[config.mk]
export PLATFORM = sky130hd
export DESIGN_NAME = rv_rr_arbiter
export DESIGN_NICKNAME = d
export VERILOG_FILES = /design/src/rtl/rv_rr_arbiter.sv
export SDC_FILE = /design/constraint.sdc
export NUM_CORES = 1
export LEC_CHECK = 0
export CAP_MARGIN = 30
export CORE_AREA = 2 2 66 68
export DETAILED_ROUTE_END_ITERATION = 16
export DIE_AREA = 0 0 68 70
export PLACE_DENSITY = 0.62
export SETUP_SLACK_MARGIN = 0.5
export SLEW_MARGIN = 40
export SYNTH_ARGS = -nofsm -noshare
export SYNTH_HDL_FRONTEND = slang
export SYNTH_SLANG_ARGS = --single-unit
[constraint.sdc]
create_clock -name clock_port -period 5.45 [get_ports clock_port]
set_clock_uncertainty 0.2 [all_clocks]
set_input_delay 0.545 -clock clock_port [delete_from_list [all_inputs] [get_ports clock_port]]
set_output_delay 0.545 -clock clock_port [all_outputs]
set_load 0.005 [all_outputs]
[src/rtl/rv_rr_arbiter.sv]
// ---------------------------------------------------------------------------
// rv_rr_arbiter
//
// Round-robin arbiter that merges NUM_PORTS ready/valid requesters onto one
// registered ready/valid output channel. A packet spans one or more beats,
// and its final beat has last=1. Once the first beat of a multi-beat packet
// is granted, the arbiter locks onto that port until the last beat passes.
// No other port can inject beats while the lock is held. The output side is
// a single-entry forward buffer. It sustains one beat per cycle, adds one
// cycle of latency, and drives the output registers with no combinational
// path to them.
//
// Handshake semantics (all channels):
//   A beat transfers on a rising clock edge where valid and ready are both
//   high. A source that raises valid keeps data/last stable until that edge.
//   Ready may depend combinationally on valid. Valid never depends on ready.
//
// Ports:
//   clock_port         in   clock, all state updates on the rising edge
//   reset_port         in   asynchronous active-high reset
//   input_port_data    in   packed payloads, port i at [i*DATA_WIDTH +: DATA_WIDTH]
//   input_port_last    in   per-port end-of-packet flag
//   input_port_valid   in   per-port valid
//   input_port_ready   out  per-port ready (at most one bit set)
//   output_port_data   out  registered payload
//   output_port_last   out  registered end-of-packet flag
//   output_port_id     out  index of the port that sourced the buffered beat
//   output_port_valid  out  registered valid
//   output_port_ready  in   downstream ready
//   dbg_locked_o       out  1 while a multi-beat packet holds the lock
//   dbg_rr_ptr_o       out  round-robin pointer (highest-priority port in IDLE)
//   dbg_lock_id_o      out  port that owns the lock (meaningful when locked)
// ---------------------------------------------------------------------------
module rv_rr_arbiter #(
    parameter int NUM_PORTS  = 4,
    parameter int DATA_WIDTH = 8,
    parameter int ID_WIDTH   = $clog2(NUM_PORTS)
) (
    input  logic                            clock_port,
    input  logic                            reset_port,
    input  logic [NUM_PORTS*DATA_WIDTH-1:0] input_port_data,
    input  logic [NUM_PORTS-1:0]            input_port_last,
    input  logic [NUM_PORTS-1:0]            input_port_valid,
    output logic [NUM_PORTS-1:0]            input_port_ready,
    output logic [DATA_WIDTH-1:0]           output_port_data,
    output logic                            output_port_last,
    output logic [ID_WIDTH-1:0]             output_port_id,
    output logic                            output_port_valid,
    input  logic                            output_port_ready,
    output logic                            dbg_locked_o,
    output logic [ID_WIDTH-1:0]             dbg_rr_ptr_o,
    output logic [ID_WIDTH-1:0]             dbg_lock_id_o
);

    // -----------------------------------------------------------------------
    // State
    // -----------------------------------------------------------------------
    typedef enum logic {
        ST_IDLE   = 1'b0,
        ST_LOCKED = 1'b1
    } state_t;

    state_t                  state_q,     state_d;
    logic [ID_WIDTH-1:0]     rr_ptr_q,    rr_ptr_d;
    logic [ID_WIDTH-1:0]     lock_id_q,   lock_id_d;
    logic                    buf_valid_q, buf_valid_d;
    logic [DATA_WIDTH-1:0]   buf_data_q,  buf_data_d;
    logic                    buf_last_q,  buf_last_d;
    logic [ID_WIDTH-1:0]     buf_id_q,    buf_id_d;

    // -----------------------------------------------------------------------
    // Selection
    // -----------------------------------------------------------------------
    logic                    accept;
    logic                    sel_found;
    logic [ID_WIDTH-1:0]     sel_idx;
    logic [DATA_WIDTH-1:0]   sel_data;
    logic                    sel_last;
    logic                    sel_valid;
    logic                    transfer;
    int                      cand;

    // The buffer can take a new beat when it is empty, or when its current
    // beat leaves this same cycle.
    assign accept = ~buf_valid_q | output_port_ready;

    // In IDLE the arbiter scans from rr_ptr upward and wraps at NUM_PORTS.
    // The first valid port it finds wins. In LOCKED the lock owner is
    // selected unconditionally, even while it is idle, so no other port can
    // slip a beat into the middle of the packet.
    always_comb begin : select_port
        sel_found = 1'b0;
        sel_idx   = '0;
        cand      = 0;
        if (state_q == ST_LOCKED) begin
            sel_found = 1'b1;
            sel_idx   = lock_id_q;
        end else begin
            for (int k = 0; k < NUM_PORTS; k++) begin
                cand = int'(rr_ptr_q) + k;
                if (cand >= NUM_PORTS) begin
                    cand = cand - NUM_PORTS;
                end
                for (int i = 0; i < NUM_PORTS; i++) begin
                    if (!sel_found && (i == cand) && input_port_valid[i]) begin
                        sel_found = 1'b1;
                        sel_idx   = ID_WIDTH'(i);
                    end
                end
            end
        end
    end

    // Mux the selected port's beat onto the buffer-load path.
    always_comb begin : select_beat
        sel_data  = '0;
        sel_last  = 1'b0;
        sel_valid = 1'b0;
        for (int i = 0; i < NUM_PORTS; i++) begin
            if (int'(sel_idx) == i) begin
                sel_data  = input_port_data[i*DATA_WIDTH +: DATA_WIDTH];
                sel_last  = input_port_last[i];
                sel_valid = input_port_valid[i];
            end
        end
    end

    // Only the selected port sees ready. In LOCKED the owner sees ready even
    // while its valid is low, which is legal because ready may lead valid.
    always_comb begin : drive_ready
        input_port_ready = '0;
        for (int i = 0; i < NUM_PORTS; i++) begin
            input_port_ready[i] = accept & sel_found & (int'(sel_idx) == i);
        end
    end

    assign transfer = accept & sel_found & sel_valid;

    // -----------------------------------------------------------------------
    // Next-state logic
    // -----------------------------------------------------------------------
    always_comb begin : next_state
        state_d     = state_q;
        rr_ptr_d    = rr_ptr_q;
        lock_id_d   = lock_id_q;
        buf_valid_d = buf_valid_q;
        buf_data_d  = buf_data_q;
        buf_last_d  = buf_last_q;
        buf_id_d    = buf_id_q;

        if (transfer) begin
            // A new beat overwrites the buffer. If the old beat drains in the
            // same cycle, valid stays high and the channel runs at full rate.
            buf_valid_d = 1'b1;
            buf_data_d  = sel_data;
            buf_last_d  = sel_last;
            buf_id_d    = sel_idx;
            if (sel_last) begin
                // End of packet: release the lock and give priority to the
                // port after the one just served.
                state_d = ST_IDLE;
                if (sel_idx == ID_WIDTH'(NUM_PORTS - 1)) begin
                    rr_ptr_d = '0;
                end else begin
                    rr_ptr_d = sel_idx + 1'b1;
                end
            end else begin
                state_d   = ST_LOCKED;
                lock_id_d = sel_idx;
            end
        end else if (output_port_ready) begin
            // Drain only. The payload registers keep their last contents.
            buf_valid_d = 1'b0;
        end
    end

    // -----------------------------------------------------------------------
    // Registers
    // -----------------------------------------------------------------------
    always_ff @(posedge clock_port or posedge reset_port) begin : regs
        if (reset_port) begin
            state_q     <= ST_IDLE;
            rr_ptr_q    <= '0;
            lock_id_q   <= '0;
            buf_valid_q <= 1'b0;
            buf_data_q  <= '0;
            buf_last_q  <= 1'b0;
            buf_id_q    <= '0;
        end else begin
            state_q     <= state_d;
            rr_ptr_q    <= rr_ptr_d;
            lock_id_q   <= lock_id_d;
            buf_valid_q <= buf_valid_d;
            buf_data_q  <= buf_data_d;
            buf_last_q  <= buf_last_d;
            buf_id_q    <= buf_id_d;
        end
    end

    // -----------------------------------------------------------------------
    // Outputs
    // -----------------------------------------------------------------------
    assign output_port_valid = buf_valid_q;
    assign output_port_data  = buf_data_q;
    assign output_port_last  = buf_last_q;
    assign output_port_id    = buf_id_q;

    assign dbg_locked_o  = (state_q == ST_LOCKED);
    assign dbg_rr_ptr_o  = rr_ptr_q;
    assign dbg_lock_id_o = lock_id_q;

endmodule

After elaboration in Yosys (flattened, before gate mapping)
Index checks and enable logic that the tools add are counted.
Word-level totals
  word-level logic and storage cells: 170
  bits of input ports: 43
  output and inout bits: 21
  register bits after elaboration: 17
Operators by class
  add/sub/neg operators: 8
  equality and inequality tests: 16
  bitwise operators: 9
  reduce and logical (&&, ||, !) cells: 54
  muxes and demuxes: 72
  magnitude comparators: 4
Operators by type and width (count)
  $eq A3 B32 Y1 const A: 8
  $mux W32: 8
  $eq A2 B32 Y1 const A: 4
  $logic_not A32 Y1: 4
  $mux W1: 44
  $mux W2: 16
  $mux W8: 4
  $logic_and A1 B1 Y1: 31
  $logic_not A1 Y1: 15
  $sub A3 B3 Y4 const B: 3
  $ge A3 B3 Y1 const B: 3
  $add A2 B2 Y3 const B: 2
  $and A1 B1 Y1: 6
  $eq A2 B2 Y1 const B: 3
  $reduce_and A2 Y1: 2
  $sub A2 B3 Y4 const B: 1
  $add A2 B1 Y3 const B: 1
  $ge A2 B3 Y1 const B: 1
  $add A2 B1 Y2 const B: 1
  $eq A2 B1 Y1 const B: 1
  $logic_not A2 Y1: 1
  $not A1 Y1: 2
  $reduce_bool A2 Y1: 1
  $or A1 B1 Y1: 1

Depth between registers and ports, before layout
  depth in word-level cells: 89
  mapped depth: 10
  gate-level depth less buffers: 9

Least setup slack after synthesis
No wires, ideal clock.
  kind: in2reg
  start: in input_port_valid[2]
  end: reg buf_data_q[2], in the netlist output_port_data[2]
  path buffers: 1
  setup time: 125 ps
  arrival: 2554 ps
  path slack: 2571 ps
  cell stages on the path: 9
  data required time: 5125 ps
  cell sequence: a21oi_1 o2111a_1 a221o_1 ha_1 nand3b_1 a211oi_4 and2_4 buf_6 mux2_4
Between the ends
  cells in the longest elaborated chain, start to end: 74
  elaborated cells between the ends (all ways): 97
  classes of those cells: eq/ne: 3; mux: 51; bitwise: 2; reduce/logical: 41
RTL lines
  start, declared: RTL line 43  | input logic [NUM_PORTS-1:0] input_port_valid,
  $logic_and A1 B1 Y1: RTL line 105  | if (!sel_found && (i == cand) && input_port_valid[i]) begin
  $mux W1: RTL line 105
  $mux W1: RTL line 95  | if (state_q == ST_LOCKED) begin
  $logic_not A1 Y1: RTL line 105
  $logic_and A1 B1 Y1 (2 in series): RTL line 105
  $mux W1: RTL line 105
  $mux W1: RTL line 95
  $logic_not A1 Y1: RTL line 105
  (+54 left out)
  $logic_not A1 Y1: RTL line 105
  $logic_and A1 B1 Y1 (2 in series): RTL line 105
  $mux W2 (*): RTL line 105
  $mux W2 (*): RTL line 95
  named net sel_idx[0]: RTL line 76  | logic [ID_WIDTH-1:0] sel_idx;
  $logic_not A2 Y1: RTL line 120  | if (int'(sel_idx) == i) begin
  $mux W1 (4 in series): RTL line 120
  $and A1 B1 Y1: RTL line 137  | assign transfer = accept & sel_found & sel_valid;
  end signal, assigned: RTL line 194  | buf_data_q <= buf_data_d;
  end, declared: RTL line 67  | logic [DATA_WIDTH-1:0] buf_data_q, buf_data_d;
Mark *: on every way through the listed nets, which the timed path passes. The rest lies on a longest branch. The select of a mux whose other input is x is not followed.
A chain may end at the register's enable or synchronous reset.

Final worst setup path
  start: in input_port_valid[2]
  end: out input_port_ready[2]
Between the ends
  cells in the longest elaborated chain, start to end: 70
  elaborated cells between the ends (all ways): 86
  classes of those cells: eq/ne: 1; mux: 43; bitwise: 2; reduce/logical: 40
RTL lines
  $logic_and A1 B1 Y1: RTL line 105
  $mux W1: RTL line 105
  $mux W1: RTL line 95
  $logic_not A1 Y1: RTL line 105
  $logic_and A1 B1 Y1 (2 in series): RTL line 105
  $mux W1: RTL line 105
  $mux W1: RTL line 95
  $logic_not A1 Y1: RTL line 105
  (+53 left out)
  $mux W1: RTL line 95
  $logic_not A1 Y1: RTL line 105
  $logic_and A1 B1 Y1 (2 in series): RTL line 105
  $mux W2 (*): RTL line 105
  $mux W2 (*): RTL line 95
  named net sel_idx[0]: RTL line 76
  $eq A2 B2 Y1 (*): RTL line 133  | input_port_ready[i] = accept & sel_found & (int'(sel_idx) == i);
  $and A1 B1 Y1 (*): RTL line 133
  end, declared: RTL line 44  | output logic [NUM_PORTS-1:0] input_port_ready,
Marks and branches as above.

==> results.json <==
{
  "status": "completed",
  "critPathCaptureType": "output port",
  "pwr-share-comb_pct": 73.7,
  "synth_top_area_cell": "dfrtp_1",
  "crit_chain": "clkdlybuf4s50_1 -> a21oi_1 -> o2111a_1 -> a221o_1 -> inv_1 -> ha_1 -> and2_1 -> clkdlybuf4s50_1",
  "grtUsageTotal_pct": 15.3,
  "synth_compound_area_share_pct": 25.8,
  "ios": 64,
  "numCtsBuffers": 3,
  "ys_types": 42,
  "place_ws_ps": 1350,
  "synth_edf_count": 0,
  "max_slew_margin_pct": 47.1,
  "worst-path-buf-inv": 3,
  "viasPerCell": 5.19,
  "final_cell_mix": "clkdlybuf4s50_1 (63), dfrtp_1 (17), nor2b_1 (12), nand2_1 (12)",
  "multi_input_area_um2": 741,
  "hold_class": "flip-flop to flip-flop",
  "cp.required_ps": 4700,
  "synth_fa_ha_area_share_pct": 4.08,
  "antenna_found_initial": 0,
  "worst_slew_pin_slew_ps": 794,
  "drt_iter0_drc": 56,
  "clockRootBuffer": "clkbuf_8",
  "vdd_drop_max_uv": 323,
  "cts_resized": 0,
  "fillCellCount": 385,
  "critPathMostFrequentCell": "clkdlybuf4s50_1",
  "critPathMaxFanout": 21,
  "ys.warnings.count": 0,
  "maxCapViolCount": 0,
  "drt_pass1_iterations": 4,
  "yosysTopAreaCellShare_pct": 34.7,
  "fmax_mhz": 248,
  "synth_nets": 171,
  "die_area_mm2": 0.00476,
  "finalSetupViolations": 0,
  "p_clk_share_pct": 7.0,
  "postLayoutCoreUtil_pct": 46.8,
  "hold_violations": 0,
  "coreArea_mm2": 0.00414,
  "seqCellArea_um2": 425,
  "drive_above_1_share_pct": 9.73,
  "yosysSeqAreaShare_pct": 34.7,
  "synth_flop_cell": "dfrtp_1",
  "synth.avg_cell_area_um2": 9.89,
  "grt_max_degree": 24,
  "wirelength_um": 3850,
  "period_share_pct": 74.0,
  "async_reset_ff_share_pct": 100,
  "via_count": 1231,
  "power_frac_seq_pct": 19.3,
  "dp_hpwl_um": 2890,
  "rsz0062_at_grt": "false",
  "grt_pass1_wl_um": 5600,
  "rows": 24,
  "synth_cells": 124,
  "yosys.area_share.simple_pct": 17.4,
  "antennaDiodeCount": 0,
  "setup.worst_path.start_class": "primary input",
  "power.switching_uw": 517,
  "power.density_mw_per_mm2": 659,
  "fin_crit_ps": 4030,
  "synth-xor-area-share_pct": 0,
  "clk_pin_slew_ps": 60,
  "synth_seq_cells": 17,
  "route.detailed.drc": 0,
  "cpPeakStageDelay_ps": 600,
  "grt_pass1_vias": 1170,
  "ant_nets": 0,
  "clockBufferDepth": 2,
  "netSwitchingFraction_pct": 40.5,
  "layout.nets": 233,
  "routabilityCongestion": 0.851,
  "setup_tns_ps": 0,
  "start_util_pct": 29.6,
  "hold_buffers": 0,
  "grt.overflow.total": 0,
  "htreeDepth": 1,
  "synthTopCellsByArea": "dfrtp_1 (35%), mux2_4 (8.6%), nor2b_1 (6.1%), a221oi_1 (5.0%), o31ai_1 (4.3%)",
  "p_int_uw": 760,
  "synth_top_family_by_area": "compound AO/OA/AOI/OAI gates",
  "cts_tree": "built",
  "clock_sinks": 17,
  "critPathKind": "primary input to output port",
  "die_w_um": 68,
  "slowest_stage": "ha_1",
  "r2r_slack_ps": 2020,
  "cpLargestDelayFamily": "buffers and inverters",
  "whs_ps": 298,
  "synthMuxAreaShare_pct": 13.1,
  "insertion_delay_ps": 250,
  "area_delta_synth_final_pct": 58.1,
  "die_h_um": 70,
  "critPathArrivalTime_ps": 3290,
  "wl_per_cell_um": 16.2,
  "setup_slack_ps": 1420,
  "leakage_nw": 0.788,
  "synth_area_mm2": 0.00123,
  "slew_viol_final": 0,
  "final_common_cell": "clkdlybuf4s50_1",
  "cts_setup_buffers": 0,
  "portBuffers": 63
}
-- state kept, by name, summed over array words and instances, names as in the netlist --
register and count:
output_port_data 8, dbg_lock_id_o 2, dbg_rr_ptr_o 2, output_port_id 2, dbg_locked_o 1, output_port_last 1
output_port_valid 1
-- synthesized netlist by cell type (all sizes together), types with 2 or more instances --
cell	number
nor2b	12
nand3b	2
nand2	12
a221oi	7
clkbuf	2
inv	6
o31ai	7
a21oi	5
mux2	11
a211oi	3
ha	4
dfrtp	17
a31oi	2
and2	6
o21ai	4
buf	5
-- cells by family (layout without fill, tap and decap cells) --
logic type | after synthesis | after routing
buffers and inverters | 13 | 74
AOI/OAI and AO/OA | 40 | 40
muxes | 12 | 12
and+or+nand+nor | 38 | 38
adders and majority gates | 4 | 4
DFF | 17 | 17
-- cell type report --
class | instances | area share, %
Multi-Input combinational cell | 94 | 38.2
Timing Repair Buffer | 64 | 32.9
Sequential cell | 17 | 21.9
Tap cell | 52 | 3.36
Clock buffer | 3 | 2.13
Inverter | 6 | 1.16
Clock inverter | 1 | 0.258
-- power groups by stage --
stage / Clock, mW / Sequential, mW / Combinational (mW)
2_1_floorplan: 0 / 0.243 / 0.631
3_3_place_gp: 0 / 0.248 / 0.926
3_5_place_dp: 0 / 0.246 / 0.939
4_1_cts: 0.0935 / 0.245 / 0.950
5_1_grt: 0.100 / 0.254 / 1.03
6_report: 0.0898 / 0.246 / 0.941
-- worst register-to-register path, cell delays in order, from the launching register on --
cell      delay, ps
dfrtp_1         450
o21ai_0         180
o2111a_1        190
a221o_1         350
inv_1           120
ha_1            600
a211oi_2        140
a211oi_4        390
and2_4          330
mux2_2          360
-- per-stage QoR --
step	std cells	total power, mW	instance area (µm²)
2_1_floorplan	124	0.874	1230
3_3_place_gp	233	1.17	1890
3_5_place_dp	233	1.18	1890
4_1_cts	237	1.29	1940
5_1_grt	237	1.38	1940
6_report	237	1.28	1940
-- final timing paths --
| path | endpoint | startpoint | cells after the start |
|---|---|---|---|
| max | input_port_ready[2] | input_port_valid[2] | 8 |
| max reg2reg | output_port_data[1] | dbg_rr_ptr_o[1] | 9 |
| min | output_port_last | output_port_last | 1 |
| min reg2reg | output_port_last | output_port_last | 1 |
| min in group asynchronous | output_port_data[6] | reset_port | 2 |
| max in group asynchronous | dbg_rr_ptr_o[1] | reset_port | 2 |
-- layer usage --
metal | up-vias | GRT usage, % | share of wire, %
met4 | 0 | 1.78 | 0
met2 | 74 | 25.0 | 44
met5 | - | 0 | 0
met3 | 0 | 5.15 | 12
li1 | 584 | - | -
met1 | 573 | 20.1 | 43
Note: power is estimated with default switching activity, not from simulation.
==> RTL edit 1: new RTL, same flow settings <==
Take the reset off `buf_data_q` and load it in a clocked block of its own.
--- a/src/rtl/rv_rr_arbiter.sv
+++ b/src/rtl/rv_rr_arbiter.sv
@@ -185,3 +185,2 @@
             buf_valid_q <= 1'b0;
-            buf_data_q  <= '0;
             buf_last_q  <= 1'b0;
@@ -193,3 +192,2 @@
             buf_valid_q <= buf_valid_d;
-            buf_data_q  <= buf_data_d;
             buf_last_q  <= buf_last_d;
@@ -197,2 +195,6 @@
         end
+    end
+
+    always_ff @(posedge clock_port) begin
+        buf_data_q <= buf_data_d;
     end
Check against the original RTL: not equivalent (Yosys sat finds a counterexample within 4 cycles, from zero or initial values and one cycle with reset_port high).
==> RTL edit 1 against the unedited design <==
Routed wire length shrank 8.6%. Hold slack gained 0.016 ns. Area after synthesis is 8.0% lower. Sequential cell count unchanged. Setup slack worse by 0.24 ns. Cell area fell by 4.7%. Global-route usage decreased by 1.2 points. Clock power grew 4.2%. Sequential share of layout area up 3.3 points. Power fell by 18%. Critical endpoint is now dbg_rr_ptr_o[1]$_DFFE_PP0P_. Largest power group unchanged. Highest routed layer unchanged.
==> RTL edit 1: results (changes against the unedited design) <==
The share of cells above drive strength 1 works out to 8.33% (-1.4 points). The first-pass GRT wire length was 5.20 mm (-7.0%); the number of synthesized flops with an enable pin was 8 (+8). The maximum fanout encountered on the critical timing path came out at 15 (-29%). For the total CTS buffers, the log shows 3 (unchanged).

The flip-flop count of the largest register, all copies and words added is 8 (unchanged), and the number of warnings reported in the yosys synthesis log is 0 (unchanged). The tools report the post-CTS setup repair buffer count as 0 (unchanged). The logs give 0.713 nW (-9.5%) for the static leakage and 0 (unchanged) for the antenna diode count. For the initial antenna violation count, the log shows 0 (unchanged). Ranked by total cell area, the synthesized netlist is headed by edfxtp_1 21%, dfrtp_1 20%, o21ai_0 5.3%, a22oi_1 5.3%, ha_1 4.4%.

The sequential-to-total area share from yosys stat is 41.2% (+6.5 points), and the detailed-placement wirelength estimate is 2.71 mm (-6.2%). Dominant synthesized flop cell: dfrtp_1. The run gives 0.000292 V (-9.8%) as the worst-case vdd ir drop.

After clock tree synthesis, the clock-pin slew on the worst setup and hold paths is 0.07 ns. The worst-case clock buffer depth was 2 (unchanged); the share of flip-flops with an asynchronous set or reset was 52.9% (-47 points). The detailed-routing iteration count for the pre-antenna-repair pass is 4 (unchanged). The path class of the tightest hold or removal check is reg2reg.

The buffer cell driving the clock tree root is clkbuf_8. The tools report the overall track demand over capacity in global routing as 14.2% (-1.2 points). By count the netlist is led by 12 x o21ai_0, 9 x a21oi_1, 9 x dfrtp_1, 9 x nand2_1, 9 x nor2_1. The starting utilization of the core area was 27.2% (-2.4 points); the worst-case setup slack after placement was 0.926 ns (-0.422 ns). Among cell families on the critical path, the largest total delay comes from compound AO/OA/AOI/OAI gates. The number of violations reported at the end of detailed-routing iteration 0 is 85 (+52%), and the data arrival time of the critical path is 4.21 ns (+0.92 ns). The delay contributed by the slowest stage of the critical path is 0.74 ns (+0.14 ns).

The number of global-route vias before repair is 1121 (-4.2%), and the synthesized net count is 165 (-3.5%). The post-detailed-route wirelength per cell works out to 15.2 µm (-6.6%). The transition time at the pin with the least slew margin was 0.800 ns (+0.00630 ns); the number of port buffers was 63 (unchanged).

The post-detailed-route via-to-cell ratio was 4.82 (-7.2%). For the maximum number of pins on one net before global-route repair, the log shows 21 (-13%). The flow ran to the end, and the final reports show no timing, DRC or antenna violations.

For the number of gates given a new drive strength after cts, the log shows 0 (unchanged). The logs give 408 (+6.0%) for the filler cell count and 228 (-2.1%) for the final layout net count. The count of distinct cell types in the synthesized netlist is 36 (-14%).

The slowest library cell on the worst path is a211oi_4. The clock latency of the later-clocked register in the worst-skew pair came out at 0.25 ns (about the same). Routability congestion estimate: 0.721 (-15%).

The run gives 1 (unchanged) as the H-tree depth.
## RTL edit 1: changes by cell type after synthesis, moves of 7 or more
cell,delta
a22oi_1,+7
dfrtp_1,-8
edfxtp_1,+8
nor2_1,+8
nor2b_1,-11
o21ai_0,+8
## RTL edit 1: metal layers
layer	vias to the layer above	routed length (µm)	global-route usage, %	part of all wire [%]
met5	-	0	0	0
met4	0	0	2.00	0
met3	0	366	4.03	10
met2	54	1590	23.5	45
met1	511	1560	18.5	44
li1	553	-	-	-
## RTL edit 1: layout make-up
cell class                      instances  share of cell area (%)
Clock inverter                          1                   0.271
Tap cell                               52                    3.52
Multi-Input combinational cell         87                    32.6
Inverter                                8                    1.63
Timing Repair Buffer                   64                    34.6
Clock buffer                            3                    2.24
Sequential cell                        17                    25.2
## RTL edit 1: kinds of logic after synthesis
| logic type | Yosys count | synth area share [%] |
|---|---|---|
| AOI/OAI and AO/OA | 43 | 26.3 |
| adders and majority gates | 4 | 4.43 |
| buffers and inverters | 14 | 5.43 |
| DFF | 17 | 41.2 |
| muxes | 8 | 8.09 |
| and+or+nand+nor | 32 | 14.5 |
## RTL edit 1: worst reg2reg max path, delay by kind of cell (launching register included)
family,cells,cell delay (ns)
AOI/OAI and AO/OA,5,1.57
adders and majority gates,1,0.38
buffers and inverters,2,0.24
DFF,1,0.45
muxes,1,0.34
and+or+nand+nor,2,0.60
## RTL edit 1: worst paths after layout
kind,start,to,slack (ns),cells after the start
hold / removal,output_port_id[0]$_DFFE_PP0P_,output_port_id[0]$_DFFE_PP0P_,0.31,1
setup / recovery,input_port_valid[0],dbg_rr_ptr_o[1]$_DFFE_PP0P_,1.18,11
setup reg to reg,dbg_rr_ptr_o[0]$_DFFE_PP0P_,dbg_rr_ptr_o[1]$_DFFE_PP0P_,1.57,11
hold reg to reg,output_port_id[0]$_DFFE_PP0P_,output_port_id[0]$_DFFE_PP0P_,0.31,1
max in group asynchronous,reset_port,dbg_lock_id_o[0]$_DFFE_PP0P_,4.46,2
min in group asynchronous,reset_port,output_port_last$_DFFE_PP0P_,0.35,2
## RTL edit 1: per-stage QoR
stage | instances | utilization [%] | cell area, µm² | power [mW]
6_report | 232 | 44.6 | 1850 | 1.04
5_1_grt | 232 | 44.6 | 1850 | 1.13
4_1_cts | 232 | 44.6 | 1850 | 1.05
3_5_place_dp | 228 | 43.4 | 1800 | 0.948
3_3_place_gp | 228 | 43.4 | 1800 | 0.936
2_1_floorplan | 118 | - | 1130 | 0.688
## RTL edit 1: power by group
| group | switching, mW | internal (mW) |
|---|---|---|
| logic | 0.326 | 0.347 |
| clock network | 0.0430 | 0.0506 |
| registers | 0.0437 | 0.233 |
| total | 0.413 | 0.631 |
==> RTL edit 2: new RTL, same settings <==
Made on the original files. The parameter `NUM_PORTS` goes from 4 to 2.
--- a/src/rtl/rv_rr_arbiter.sv
+++ b/src/rtl/rv_rr_arbiter.sv
@@ -34,3 +34,3 @@
 module rv_rr_arbiter #(
-    parameter int NUM_PORTS  = 4,
+    parameter int NUM_PORTS  = 2,
     parameter int DATA_WIDTH = 8,
Interface: changed (7 resized); port bits go from 64 to 39. No check against the original RTL was run, so the function may have changed too.
==> RTL edit 2 against the unedited design <==
Power shrank 53%. Routed wire length is 46% lower. Cell count fell by 35%. Maximum frequency is 38% higher. Cell area is 39% lower. Setup slack better by 1.1 ns. Sequential cell count decreased by 3. Area after synthesis is 43% lower. Critical endpoint is now input_port_ready[1]. Largest cell class is now buffers.
==> RTL edit 2: results (changes against the unedited design) <==
The flow ran to the end, and the final reports show no timing, DRC or antenna violations. The maximum fanout encountered on the critical timing path was 15 (-29%); the multiplexer share of the synthesized area was 0% (-13 points). The synthesized net count was 86 (-50%). After synthesis, the most frequently instantiated cells are 14 x dfrtp_1, 9 x o21a_1, 9 x o32a_1. The initial antenna violation count is 0 (unchanged), and the depth of the worst register-to-register path is 4 (-5). The worst-case setup slack after placement came out at 2.55 ns (+1.20 ns). The worst-case clock buffer depth was 2 (unchanged). The data arrival time of the critical path is 2.17 ns (-1.12 ns), and the worst hold slack is 0.275 ns (-0.0223 ns). The post-synthesis share of cell area spent on xor and xnor gates came out at 0% (unchanged). The logs give 126 (-46%) for the final layout net count and 49.8% (+15 points) for the sequential-to-total area share from yosys stat.

The run gives 0.0000984 V (-70%) as the worst-case vdd ir drop. The first-pass GRT wire length came out at 3.46 mm (-38%). The number of warnings reported in the yosys synthesis log is 0 (unchanged), and the number of cells on the worst hold path is 2 (+1). The clock latency of the later-clocked register in the worst-skew pair is 0.24 ns.

The worst hold path startpoint is output_port_id$_DFFE_PP0P_. The worst register-to-register path begins at dbg_locked_o$_DFFE_PP0P_. The tools report the detailed-routing iteration count for the pre-antenna-repair pass as 4 (unchanged). The maximum number of pins on one net before global-route repair is 16 (-33%).

The flip-flop count of the largest register, all copies and words added was 8 (unchanged); the static leakage was 0.445 nW (-44%). The terminus of the critical flop-to-flop path is output_port_data[3]$_DFFE_PP0P_. The filler cell count came out at 434 (+13%).

The share of flip-flops with an asynchronous set or reset is 100% (unchanged). The sink of the worst hold path is output_port_id$_DFFE_PP0P_. The worst reg-to-reg setup slack is 3.36 ns (+1.34 ns), and the post-detailed-route wirelength per cell is 13.4 µm (-18%). In the post-synthesis netlist, the biggest area contributors are dfrtp_1 50%, o32a_1 13%, o21a_1 9.6%, nand2_1 2.7%, nand2b_1 2.7%. The arithmetic-cell share of the synthesized area counting full adders, half adders and majority gates came out at 0% (-4.1 points). The share of cells above drive strength 1 was 7.84% (-1.9 points); the transition time at the pin with the least slew margin was 0.680 ns (-0.114 ns). The final number of hold-violating endpoints came out at 0 (unchanged). The tightest min-delay check is of the reg2reg type. The number of violations reported at the end of detailed-routing iteration 0 was 32 (-43%); the count of vias placed by the detailed router was 644 (-48%). The run gives 409 µW (-46%) as the cell-internal power. The run gives 0 (unchanged) as the antenna diode count. The detailed-placement wirelength estimate is 1.61 mm (-44%). The logs give 9.68% (-5.7 points) for the overall track demand over capacity in global routing and 1 (unchanged) for the H-tree depth.

The number of global-route vias before repair is 731 (-38%). The routability congestion estimate was 0.758 (-11%); the number of gates given a new drive strength after cts was 0 (unchanged). The fraction of the mapped netlist area in compound gates was 36.1% (+10 points); the area after detailed placement was 0.00113 mm² (-40%). The number of port buffers is 38 (-40%).

The logs give 0 (unchanged) for the post-CTS setup repair buffer count and 21 (-50%) for the count of distinct cell types in the synthesized netlist.
==> RTL edit 2: cell types whose count changed in the layout (fill, tap and decap cells not counted), sizes merged, moves of 9 or more <==
| cell | unedited run | this run |
|---|---|---|
| clkdlybuf4s50 | 63 | 38 |
| o21a | 1 | 10 |
| mux2 | 11 | 0 |
| nor2b | 12 | 0 |
| o32a | 0 | 9 |
==> RTL edit 2: how the worst max path moves through the flow <==
| stage | start | endpoint | slack (ns) |
|---|---|---|---|
| floorplan | input_port_valid[0] | input_port_ready[1] | 3.53 |
| global placement | input_port_valid[0] | input_port_ready[1] | 2.60 |
| detailed placement | input_port_valid[1] | input_port_ready[1] | 2.55 |
| CTS | input_port_valid[1] | input_port_ready[1] | 2.54 |
| global route | input_port_valid[1] | input_port_ready[1] | 2.41 |
| finish | input_port_valid[1] | input_port_ready[1] | 2.54 |
==> RTL edit 2: logic make-up after synthesis <==
family,after synthesis
compound gates,30
buf+inv,6
flops,14
simple gates,13
==> RTL edit 2: layout make-up <==
cell class                      instances  share of cell area, %
Timing Repair Buffer                   38                   32.2
Sequential cell                        14                   29.7
Multi-Input combinational cell         43                   27.0
Tap cell                               52                   5.51
Clock buffer                            4                   4.66
Inverter                                3                  0.953
==> RTL edit 2: power groups by stage <==
stage	sequential (mW)	clock [mW]	combinational (mW)
detailed placement	0.189	0	0.322
CTS	0.188	0.102	0.323
global placement	0.189	0	0.314
finish	0.188	0.0980	0.317
global route	0.195	0.112	0.351
floorplan	0.191	0	0.159
==> RTL edit 2: per-layer routing <==
metal,global-route usage [%],wire (µm)
met5,0,0
met4,3.33,27
met3,4.35,158
met2,15.3,990
met1,11.4,884
==> RTL edit 2: critical path: stages <==
cell             delay, ns
clkdlybuf4s50_1       0.55
nand2b_1              0.16
o21a_4                0.30
nor2_1                0.11
clkdlybuf4s50_1       0.50
==> RTL edit 2: per-stage QoR <==
stage	instances	utilization, %
global route	154	28.5
global placement	150	27.2
detailed placement	150	27.2
CTS	154	28.5
finish	154	28.5
floorplan	63	-
